==> src/rtl/mips_isa_defs_pkg.sv <==
// mips_isa_defs: MIPS opcode and funct encodings (shared with the control
// decoder), the 5-bit host command codes accepted by instr_encoder, and the
// encoder FSM state type.
package mips_isa_defs;

    // Primary opcodes (instruction bits [31:26])
    localparam logic [5:0] OP_RTYPE = 6'h00;
    localparam logic [5:0] OP_J     = 6'h02;
    localparam logic [5:0] OP_JAL   = 6'h03;
    localparam logic [5:0] OP_BEQ   = 6'h04;
    localparam logic [5:0] OP_BNE   = 6'h05;
    localparam logic [5:0] OP_ADDI  = 6'h08;
    localparam logic [5:0] OP_ANDI  = 6'h0C;
    localparam logic [5:0] OP_ORI   = 6'h0D;
    localparam logic [5:0] OP_LUI   = 6'h0F;
    localparam logic [5:0] OP_LW    = 6'h23;
    localparam logic [5:0] OP_SW    = 6'h2B;

    // R-type funct codes (instruction bits [5:0])
    localparam logic [5:0] FN_SLL = 6'h00;
    localparam logic [5:0] FN_SRL = 6'h02;
    localparam logic [5:0] FN_JR  = 6'h08;
    localparam logic [5:0] FN_ADD = 6'h20;
    localparam logic [5:0] FN_SUB = 6'h22;
    localparam logic [5:0] FN_AND = 6'h24;
    localparam logic [5:0] FN_OR  = 6'h25;
    localparam logic [5:0] FN_NOR = 6'h27;

    // Host command codes; 20..31 are illegal
    localparam logic [4:0] CMD_ADD  = 5'd0;
    localparam logic [4:0] CMD_SUB  = 5'd1;
    localparam logic [4:0] CMD_AND  = 5'd2;
    localparam logic [4:0] CMD_OR   = 5'd3;
    localparam logic [4:0] CMD_NOR  = 5'd4;
    localparam logic [4:0] CMD_SLL  = 5'd5;
    localparam logic [4:0] CMD_SRL  = 5'd6;
    localparam logic [4:0] CMD_JR   = 5'd7;
    localparam logic [4:0] CMD_ADDI = 5'd8;
    localparam logic [4:0] CMD_ORI  = 5'd9;
    localparam logic [4:0] CMD_ANDI = 5'd10;
    localparam logic [4:0] CMD_LUI  = 5'd11;
    localparam logic [4:0] CMD_LW   = 5'd12;
    localparam logic [4:0] CMD_SW   = 5'd13;
    localparam logic [4:0] CMD_BEQ  = 5'd14;
    localparam logic [4:0] CMD_BNE  = 5'd15;
    localparam logic [4:0] CMD_J    = 5'd16;
    localparam logic [4:0] CMD_JAL  = 5'd17;
    localparam logic [4:0] CMD_LI   = 5'd18;
    localparam logic [4:0] CMD_NOP  = 5'd19;

    typedef enum logic [1:0] {
        ST_IDLE    = 2'd0,
        ST_EMIT    = 2'd1,
        ST_EMIT_LO = 2'd2
    } enc_state_e;

endpackage

==> src/rtl/instr_word_builder.sv <==
// instr_word_builder: combinational map from a host command to a 32-bit MIPS
// instruction word.
// Ports: op/rs/rt/rd/shamt/imm - command fields; lo_phase - selects the ORI
// half of an LI expansion (LUI half otherwise); word - encoded instruction;
// legal - op is a defined command code.
module instr_word_builder
    import mips_isa_defs::*;
(
    input  logic [4:0]  op,
    input  logic [4:0]  rs,
    input  logic [4:0]  rt,
    input  logic [4:0]  rd,
    input  logic [4:0]  shamt,
    input  logic [31:0] imm,
    input  logic        lo_phase,
    output logic [31:0] word,
    output logic        legal
);

    // Encode the command; unused fields are forced to zero per instruction form
    always_comb begin
        word  = 32'h0000_0000;
        legal = 1'b1;
        case (op)
            CMD_ADD:  word = {OP_RTYPE, rs, rt, rd, 5'd0, FN_ADD};
            CMD_SUB:  word = {OP_RTYPE, rs, rt, rd, 5'd0, FN_SUB};
            CMD_AND:  word = {OP_RTYPE, rs, rt, rd, 5'd0, FN_AND};
            CMD_OR:   word = {OP_RTYPE, rs, rt, rd, 5'd0, FN_OR};
            CMD_NOR:  word = {OP_RTYPE, rs, rt, rd, 5'd0, FN_NOR};
            CMD_SLL:  word = {OP_RTYPE, 5'd0, rt, rd, shamt, FN_SLL};
            CMD_SRL:  word = {OP_RTYPE, 5'd0, rt, rd, shamt, FN_SRL};
            CMD_JR:   word = {OP_RTYPE, rs, 5'd0, 5'd0, 5'd0, FN_JR};
            CMD_ADDI: word = {OP_ADDI, rs, rt, imm[15:0]};
            CMD_ORI:  word = {OP_ORI, rs, rt, imm[15:0]};
            CMD_ANDI: word = {OP_ANDI, rs, rt, imm[15:0]};
            CMD_LUI:  word = {OP_LUI, 5'd0, rt, imm[15:0]};
            CMD_LW:   word = {OP_LW, rs, rt, imm[15:0]};
            CMD_SW:   word = {OP_SW, rs, rt, imm[15:0]};
            CMD_BEQ:  word = {OP_BEQ, rs, rt, imm[15:0]};
            CMD_BNE:  word = {OP_BNE, rs, rt, imm[15:0]};
            CMD_J:    word = {OP_J, imm[25:0]};
            CMD_JAL:  word = {OP_JAL, imm[25:0]};
            CMD_LI: begin
                // LI rt, K  ->  LUI rt, K[31:16] ; ORI rt, rt, K[15:0]
                if (lo_phase) begin
                    word = {OP_ORI, rt, rt, imm[15:0]};
                end else begin
                    word = {OP_LUI, 5'd0, rt, imm[31:16]};
                end
            end
            CMD_NOP:  word = 32'h0000_0000;
            default: begin
                word  = 32'h0000_0000;
                legal = 1'b0;
            end
        endcase
    end

endmodule

==> src/rtl/instr_encoder.sv <==
// instr_encoder: accepts symbolic MIPS commands over a valid/ready handshake
// and writes the encoded instruction words sequentially into instruction
// memory, expanding LI into LUI+ORI.
// Ports: clk, reset (async, active-low); cmd_valid/cmd_ready handshake with
// cmd_op/rs/rt/rd/shamt/imm fields; flush (idle-only clear of pointer, err,
// full); mem_we/mem_addr/mem_wdata memory write port; busy, err (sticky),
// full, word_count status.
module instr_encoder
    import mips_isa_defs::*;
#(
    parameter int ADDR_WIDTH = 8
) (
    input  logic                  clk,
    input  logic                  reset,
    input  logic                  cmd_valid,
    output logic                  cmd_ready,
    input  logic [4:0]            cmd_op,
    input  logic [4:0]            cmd_rs,
    input  logic [4:0]            cmd_rt,
    input  logic [4:0]            cmd_rd,
    input  logic [4:0]            cmd_shamt,
    input  logic [31:0]           cmd_imm,
    input  logic                  flush,
    output logic                  mem_we,
    output logic [ADDR_WIDTH-1:0] mem_addr,
    output logic [31:0]           mem_wdata,
    output logic                  busy,
    output logic                  err,
    output logic                  full,
    output logic [ADDR_WIDTH:0]   word_count
);

    localparam logic [ADDR_WIDTH:0] DEPTH_V = {1'b1, {ADDR_WIDTH{1'b0}}};
    localparam logic [ADDR_WIDTH:0] LAST_V  = {1'b0, {ADDR_WIDTH{1'b1}}};
    localparam logic [ADDR_WIDTH:0] ONE_V   = {{ADDR_WIDTH{1'b0}}, 1'b1};

    enc_state_e            state_r, state_n;
    logic [4:0]            op_r, rs_r, rt_r, rd_r, shamt_r;
    logic [31:0]           imm_r;
    logic [ADDR_WIDTH:0]   ptr_r, ptr_n, ptr_inc_s;
    logic                  we_r, we_n;
    logic [ADDR_WIDTH-1:0] addr_r, addr_n;
    logic [31:0]           wdata_r, wdata_n;
    logic                  err_r, err_n;
    logic                  full_r, full_n;

    logic [4:0]            sel_op_s, sel_rs_s, sel_rt_s, sel_rd_s, sel_shamt_s;
    logic [31:0]           sel_imm_s;
    logic                  lo_phase_s;
    logic [31:0]           word_s;
    logic                  legal_s;
    logic                  idle_s;
    logic                  accept_s;

    assign idle_s    = (state_r == ST_IDLE);
    // flush has priority over a command in the same cycle
    assign cmd_ready = reset && idle_s && !full_r && !flush;
    // reset is left out here: every flop is held in reset while it is low
    assign accept_s  = cmd_valid && idle_s && !full_r && !flush;
    assign ptr_inc_s = ptr_r + ONE_V;
    // In EMIT the builder prepares the second (ORI) half of an LI
    assign lo_phase_s = (state_r == ST_EMIT);

    // Builder sees the live command in IDLE and the captured one afterwards
    always_comb begin
        sel_op_s    = op_r;
        sel_rs_s    = rs_r;
        sel_rt_s    = rt_r;
        sel_rd_s    = rd_r;
        sel_shamt_s = shamt_r;
        sel_imm_s   = imm_r;
        if (idle_s) begin
            sel_op_s    = cmd_op;
            sel_rs_s    = cmd_rs;
            sel_rt_s    = cmd_rt;
            sel_rd_s    = cmd_rd;
            sel_shamt_s = cmd_shamt;
            sel_imm_s   = cmd_imm;
        end else begin
            sel_op_s    = op_r;
        end
    end

    instr_word_builder u_builder (
        .op       (sel_op_s),
        .rs       (sel_rs_s),
        .rt       (sel_rt_s),
        .rd       (sel_rd_s),
        .shamt    (sel_shamt_s),
        .imm      (sel_imm_s),
        .lo_phase (lo_phase_s),
        .word     (word_s),
        .legal    (legal_s)
    );

    // Next-state, write strobe, pointer and status computation
    always_comb begin
        state_n = state_r;
        we_n    = 1'b0;
        addr_n  = addr_r;
        wdata_n = wdata_r;
        ptr_n   = ptr_r;
        err_n   = err_r;
        full_n  = full_r;
        case (state_r)
            ST_IDLE: begin
                if (flush) begin
                    ptr_n  = {(ADDR_WIDTH+1){1'b0}};
                    err_n  = 1'b0;
                    full_n = 1'b0;
                end else if (accept_s) begin
                    if (!legal_s) begin
                        err_n = 1'b1;
                    end else if ((cmd_op == CMD_LI) && (ptr_r == LAST_V)) begin
                        // Only one slot left: refuse rather than write half an LI
                        err_n = 1'b1;
                    end else begin
                        we_n    = 1'b1;
                        addr_n  = ptr_r[ADDR_WIDTH-1:0];
                        wdata_n = word_s;
                        ptr_n   = ptr_inc_s;
                        full_n  = (ptr_inc_s == DEPTH_V);
                        state_n = ST_EMIT;
                    end
                end else begin
                    state_n = ST_IDLE;
                end
            end
            ST_EMIT: begin
                if (op_r == CMD_LI) begin
                    we_n    = 1'b1;
                    addr_n  = ptr_r[ADDR_WIDTH-1:0];
                    wdata_n = word_s;
                    ptr_n   = ptr_inc_s;
                    full_n  = (ptr_inc_s == DEPTH_V);
                    state_n = ST_EMIT_LO;
                end else begin
                    state_n = ST_IDLE;
                end
            end
            ST_EMIT_LO: state_n = ST_IDLE;
            default:    state_n = ST_IDLE;
        endcase
    end

    // Command field capture on acceptance
    always_ff @(posedge clk or negedge reset) begin
        if (!reset) begin
            op_r    <= 5'd0;
            rs_r    <= 5'd0;
            rt_r    <= 5'd0;
            rd_r    <= 5'd0;
            shamt_r <= 5'd0;
            imm_r   <= 32'h0000_0000;
        end else if (accept_s) begin
            op_r    <= cmd_op;
            rs_r    <= cmd_rs;
            rt_r    <= cmd_rt;
            rd_r    <= cmd_rd;
            shamt_r <= cmd_shamt;
            imm_r   <= cmd_imm;
        end
    end

    // State and registered output update
    always_ff @(posedge clk or negedge reset) begin
        if (!reset) begin
            state_r <= ST_IDLE;
            we_r    <= 1'b0;
            addr_r  <= {ADDR_WIDTH{1'b0}};
            wdata_r <= 32'h0000_0000;
            ptr_r   <= {(ADDR_WIDTH+1){1'b0}};
            err_r   <= 1'b0;
            full_r  <= 1'b0;
        end else begin
            state_r <= state_n;
            we_r    <= we_n;
            addr_r  <= addr_n;
            wdata_r <= wdata_n;
            ptr_r   <= ptr_n;
            err_r   <= err_n;
            full_r  <= full_n;
        end
    end

    assign mem_we     = we_r;
    assign mem_addr   = addr_r;
    assign mem_wdata  = wdata_r;
    assign err        = err_r;
    assign full       = full_r;
    assign word_count = ptr_r;
    assign busy       = !idle_s;

endmodule

==> config.mk <==
export PLATFORM = sky130hd
export DESIGN_NAME = instr_encoder
export DESIGN_NICKNAME = d
export VERILOG_FILES = /design/src/rtl/mips_isa_defs_pkg.sv /design/src/rtl/instr_word_builder.sv /design/src/rtl/instr_encoder.sv
export SDC_FILE = /design/constraint.sdc
export NUM_CORES = 1
export LEC_CHECK = 0
export BUFFER_PORTS_ARGS = -buffer_cell sky130_fd_sc_hd__buf_4
export CAP_MARGIN = 5
export CORE_ASPECT_RATIO = 0.7
export CORE_UTILIZATION = 56
export CTS_CLUSTER_SIZE = 20
export DETAILED_ROUTE_END_ITERATION = 6
export HOLD_SLACK_MARGIN = 0.06
export PLACE_DENSITY = 0.9
export SLEW_MARGIN = 20
export SYNTH_ARGS = -nofsm -noshare
export SYNTH_HDL_FRONTEND = slang
export SYNTH_SLANG_ARGS = --single-unit
==> constraint.sdc <==
create_clock -name clk -period 3.61 [get_ports clk]
set_clock_uncertainty 0.2 [all_clocks]
set_input_delay 0.722 -clock clk [delete_from_list [all_inputs] [get_ports clk]]
set_output_delay 0.722 -clock clk [all_outputs]
set_load 0.01 [all_outputs]
After elaboration in Yosys (flattened, before gate mapping)

Index checks and enable logic that the tools add are counted.
Widths: inputs -> output; s select.

Word-level logic and storage cells: 117
Register bits after elaboration: 111

Add/subtract/negate cells: 1
Reduce and logical (&&, ||, !) cells: 19
Multiplexer cells: 49
Eq/ne operators: 35

Operators with widths:

| cell                | number |
|---|---|
| $pmux 32 s19        | 1 |
| $mux 32             | 6 |
| $pmux 32 s2         | 1 |
| $mux 9              | 5 |
| $eq 5x4->1 const B  | 8 |
| $mux 8              | 5 |
| $eq 5x5->1 const B  | 6 |
| $mux 28             | 1 |
| $mux 5              | 5 |
| $eq 5x3->1 const B  | 4 |
| $reduce_or 20->1    | 1 |
| $pmux 9 s2          | 1 |
| $pmux 8 s2          | 1 |
| $mux 1              | 15 |
| $ne 3x3->1 const B  | 4 |
| $eq 5x2->1 const B  | 2 |
| $mux 2              | 5 |
| $add 9x1->9 const B | 1 |
| $eq 9x8->1 const B  | 1 |
| $eq 9x9->1 const B  | 1 |
| $logic_and 1x1->1   | 7 |
| $ne 2x2->1 const B  | 3 |
| $ne 3x2->1 const B  | 2 |
| $reduce_and 3->1    | 2 |
| 11 further kinds    | 16 |

Longest topological paths before layout

Depth after elaboration: 9
Gate-level depth with buffers: 12
Gate-level depth less buffers: 11

By module

From an unflattened synthesis, not the netlist that was laid out.

Cells, all modules: 687
Area total of the unflattened synthesis: 5804.3 µm²

Modules (own cells, without submodules):

| module             | area an instance (µm²) | instances | cells each |
|---|---|---|---|
| instr_encoder      | 5089.9                 | 1         | 591 |
| instr_word_builder | 714.4                  | 1         | 96 |

Least setup slack after synthesis

OpenSTA, ideal clock, no wires.

Path kind: input to register
From: input cmd_op[4]
To: register wdata_r[10] (netlist: mem_wdata[10])
Setup time: 0.125 ns
Cell stages on the path: 10
Setup slack: 0.517 ns
Arrival time: 2.767 ns
Buffers on the path: 2
Data required time: 3.285 ns
Cell sequence: buf_2 -> or4b_1 -> o21a_1 -> nor3_1 -> a211oi_4 -> a21oi_4 -> nor2_8 -> inv_4 -> buf_6 -> mux2_4

Cells in the longest elaborated chain, start to end: 8

Ends and longest elaborated chain:

| element                                  | line                     | RTL |
|---|---|---|
| start, declared                          | instr_encoder.sv:17      | `input logic [4:0] cmd_op,` |
| $mux 5                                   | instr_encoder.sv:72      | `if (idle_s) begin` |
| $eq 5x5->1, or another cell as far along | instr_word_builder.sv:24 | `case (op)` |
| $pmux 32 s19                             | instr_word_builder.sv:24 |  |
| $mux 32                                  | instr_encoder.sv:114     | `end else if ((cmd_op == CMD_LI) && (ptr_r == LAST_V)) begin` |
| $mux 32                                  | instr_encoder.sv:112     | `if (!legal_s) begin` |
| $mux 32                                  | instr_encoder.sv:111     | `end else if (accept_s) begin` |
| $mux 32                                  | instr_encoder.sv:107     | `if (flush) begin` |
| $pmux 32 s2                              | instr_encoder.sv:105     | `case (state_r)` |
| end signal, assigned                     | instr_encoder.sv:179     | `wdata_r <= wdata_n;` |
| end, declared                            | instr_encoder.sv:43      | `logic [31:0] wdata_r, wdata_n;` |

Several ways; a longest one is shown, not always the timed one. The select of a mux whose other input is x is not followed.
A chain may end at the register's enable or synchronous reset.

Worst setup path in the final report

From: register ptr_r[0] (netlist: word_count[0])
To: register wdata_r[28] (netlist: mem_wdata[28])

Cells in the longest elaborated chain, start to end: 4

Ends and longest elaborated chain:

| element                           | line                 | RTL |
|---|---|---|
| start, declared                   | instr_encoder.sv:40  | `logic [ADDR_WIDTH:0] ptr_r, ptr_n, ptr_inc_s;` |
| start signal, assigned            | instr_encoder.sv:172 | `ptr_r <= {(ADDR_WIDTH+1){1'b0}};` |
| start signal, assigned            | instr_encoder.sv:180 | `ptr_r <= ptr_n;` |
| $eq 9x8->1                        | instr_encoder.sv:114 |  |
| $logic_and 1x1->1                 | instr_encoder.sv:114 |  |
| $ne 2x2->1 (no source line)       | -                    |  |
| $reduce_and 6->1 (no source line) | -                    |  |

Every way passes these cells.

==> impl_metrics.env <==
export IMPL_clock_path_buffers=2
export IMPL_antenna_left=0
export IMPL_path_buf_inv=1
export IMPL_post_cts_buffers=0
export IMPL_cap_viol_max_count=0
export IMPL_power_density_nw_per_um2=554
export IMPL_drt_iter0_drc=595
export IMPL_routed_wl_mm=18.1
export IMPL_first_global_vias=5459
export IMPL_synth_top_area_cell="dfrtp_1"
export IMPL_drive_gt1_share_pct=35.1
export IMPL_htree_num_levels=3
export IMPL_start_util_pct=58.9
export IMPL_hold_viol_final=0
export IMPL_max_freq_mhz=311
export IMPL_ys_flop_type="dfrtp_1"
export IMPL_hpwl_mm=12.6
export IMPL_core_um2=10600
export IMPL_clkPwrFrac_pct=25.9
export IMPL_nets=753
export IMPL_start_kind="flop"
export IMPL_crit_required_ns=3.65
export IMPL_p_comb_share_pct=31.4
export IMPL_vias=5461
export IMPL_ys_seq_elements=110
export IMPL_synth_area_top_cells="dfrtp_1 44%, mux2_2 12%, mux2i_1 8.3%, o21ai_0 4.2%, nand2_1 3.9%"
export IMPL_worst_path_max_fanout=23
export IMPL_io_buffer_count=113
export IMPL_setup_ws_ns=0.394
export IMPL_power_total_mw=4.19
export IMPL_status="finished, final reports clean"
export IMPL_clkTransAtPathRegs_ns=0.08
export IMPL_p_leak_nw=3.35
export IMPL_remaining_drc_errors=0
export IMPL_grt_ovfl_total=0
export IMPL_pre_cts_slack_ns=0.271
export IMPL_io_pins=115
export IMPL_grt_antenna_before_repair=0
export IMPL_wire_per_inst_um=21.5
export IMPL_synthCells=587
export IMPL_path_class="reg -> reg"
export IMPL_mostFrequentLayoutCell="buf_4"
export IMPL_cp_top_family="simple AND/OR/NAND/NOR gates"
export IMPL_firstDrtPassIters=5
export IMPL_fillCellCount=744
export IMPL_critPathCaptureType="flop"
export IMPL_synth_top_area_share_pct=44.1
export IMPL_path_common_cell="and3_1"
export IMPL_cpPeakStageDelay_ns=0.46
export IMPL_cts_tree="built"
export IMPL_power_switching_mw=1.36
export IMPL_max_slew_margin_pct=51.5
export IMPL_syn_avg_cell_area_um2=10.6
export IMPL_switching_share_pct=32.4
export IMPL_synthDistinctLibCells=61
export IMPL_fin_crit_sh_pct=89.1
export IMPL_grt_use_total_pct=32.7
export IMPL_p_int_mw=2.83
export IMPL_tightest_slew_ns=0.727
export IMPL_seqPwrFrac_pct=42.7
export IMPL_rows=31
export IMPL_cp_cell_sequence="ha_1, and3_1, and3_1, and3_1, ha_1, nand4_1, nand2_1, a21oi_4, nor2_8, inv_4, mux2_2"
export IMPL_via_per_inst=6.48
export IMPL_die_height_um=90.3
export IMPL_grt_max_degree=50
export IMPL_die_area_um2=11600
export IMPL_clkSinkCount=110
export IMPL_fin_tns_setup_ns=0
export IMPL_final_cell_mix="134 x buf_4, 110 x dfrtp_1, 69 x mux2_2"
export IMPL_syn_area_um2=6240
export IMPL_cts_buffers=9
export IMPL_fin_util_pct=71.5
export IMPL_async_flop_share_pct=100
export IMPL_area_growth_pct=21.3
export IMPL_irDropWorstVdd_v=0.000386
export IMPL_rsz0062_at_grt="false"
export IMPL_crit_arrival_ns=3.25
export IMPL_finalMaxSlewViolations=0
export IMPL_antenna_cells=0
export IMPL_place_congestion=0.973
export IMPL_grt_pass1_wl_mm=29.2
export IMPL_ys_seq_area_share_pct=44.1
export IMPL_finalSetupViolCount=0
export IMPL_clkLatencyLatePin_ns=0.35
export IMPL_ys_warn_count=0
export IMPL_clock_root_buffer="clkbuf_16"
export IMPL_die_w_um=128
export IMPL_hp_class="reg -> reg"
export IMPL_period_needed_ns=3.22
export IMPL_syn_nets=650
export IMPL_worst_path_max_delay_cell="dfrtp_1"
export IMPL_synth_edf_count=0
[cells in the mapped netlist (all sizes together), types with 2 or more instances]
master,n
dfrtp,110
mux2,83
nand2,64
o21ai,54
mux2i,52
clkbuf,26
nor2,20
a21oi,18
buf,17
o22ai,10
and3,9
inv,9
nor3,8
o21a,8
o221ai,8
nand3b,7
a31oi,6
o211ai,6
a21boi,5
a32oi,5
o2bb2ai,5
o32a,5
nand2b,4
nand3,4
nor2b,4
a31o,3
a41o,3
nor4,3
nor4b,3
xor2,3
a221o,2
ha,2
nand4,2
o31ai,2
or3,2
or4b,2
[what timing repair did]
item,in CTS,in global routing
resized for setup,0,0
endpoints found under the hold margin,2,0
hold buffers,1,0
[power by group through the flow]
stage                     Clock [mW]  Sequential (mW)  Combinational (mW)
after floorplan                    0             1.79               0.700
after global placement             0             1.78                1.25
after detailed placement           0             1.80                1.30
after CTS                       1.09             1.78                1.31
after global routing            1.14             1.82                1.40
final                           1.09             1.79                1.32
[cell families (layout without fill, tap and decap cells)]
group	Yosys count	in the layout	share of synthesized area [%]
mux	135	135	24.2
other cells	1	1	0.0601
compound gates	149	149	16.2
xor+xnor	3	3	0.421
fa+ha+maj	2	2	0.401
buf+inv	52	160	3.79
flops	110	110	44.1
simple gates	135	135	10.8
[per-stage QoR]
stage	hold WS, ns	cell area (um2)	std cells
after global routing	0.325	7570	843
after floorplan	0.226	6240	587
after detailed placement	0.277	7230	826
final	0.309	7570	843
after global placement	0.285	7230	826
after CTS	0.312	7570	843
[flip-flops by register name, indices dropped and copies added (netlist names)]
register / flops
full: 1
err: 1
mem_addr: 8
shamt_r: 5
state_r: 2
op_r: 5
rd_r: 5
rt_r: 5
rs_r: 5
mem_wdata: 31
word_count: 9
imm_r: 32
mem_we: 1
[final timing paths]
| check | cells after the start | endpoint | startpoint | slack (ns) |
|---|---|---|---|---|
| worst max-delay path | 11 | mem_wdata[28] | word_count[0] | 0.39 |
| worst min-delay path | 1 | mem_wdata[12] | mem_wdata[12] | 0.31 |
| worst max register to register | 11 | mem_wdata[28] | word_count[0] | 0.39 |
| worst min register to register | 1 | mem_wdata[12] | mem_wdata[12] | 0.31 |
| max in group asynchronous | 4 | mem_wdata[29] | reset | 1.10 |
| min in group asynchronous | 2 | mem_addr[0] | reset | 0.60 |
[per-layer routing]
layer | up-vias | GRT usage (%) | wire, um
li1 | 2370 | - | -
met1 | 2713 | 46.9 | 7800
met2 | 333 | 49.7 | 8290
met3 | 45 | 6.22 | 1590
met4 | 0 | 11.3 | 413
met5 | - | 0 | 0
[layout make-up]
class / count / area (um2) / area share, %
multi-input combinational: 425 / 3250 / 43.0
clock buffer: 12 / 267 / 3.52
tap: 148 / 185 / 2.45
clock inverter: 4 / 58.8 / 0.777
timing repair buffer: 135 / 1020 / 13.4
sequential: 110 / 2750 / 36.4
inverter: 9 / 36.3 / 0.479
No activity file was read; power rests on OpenSTA's default activity.
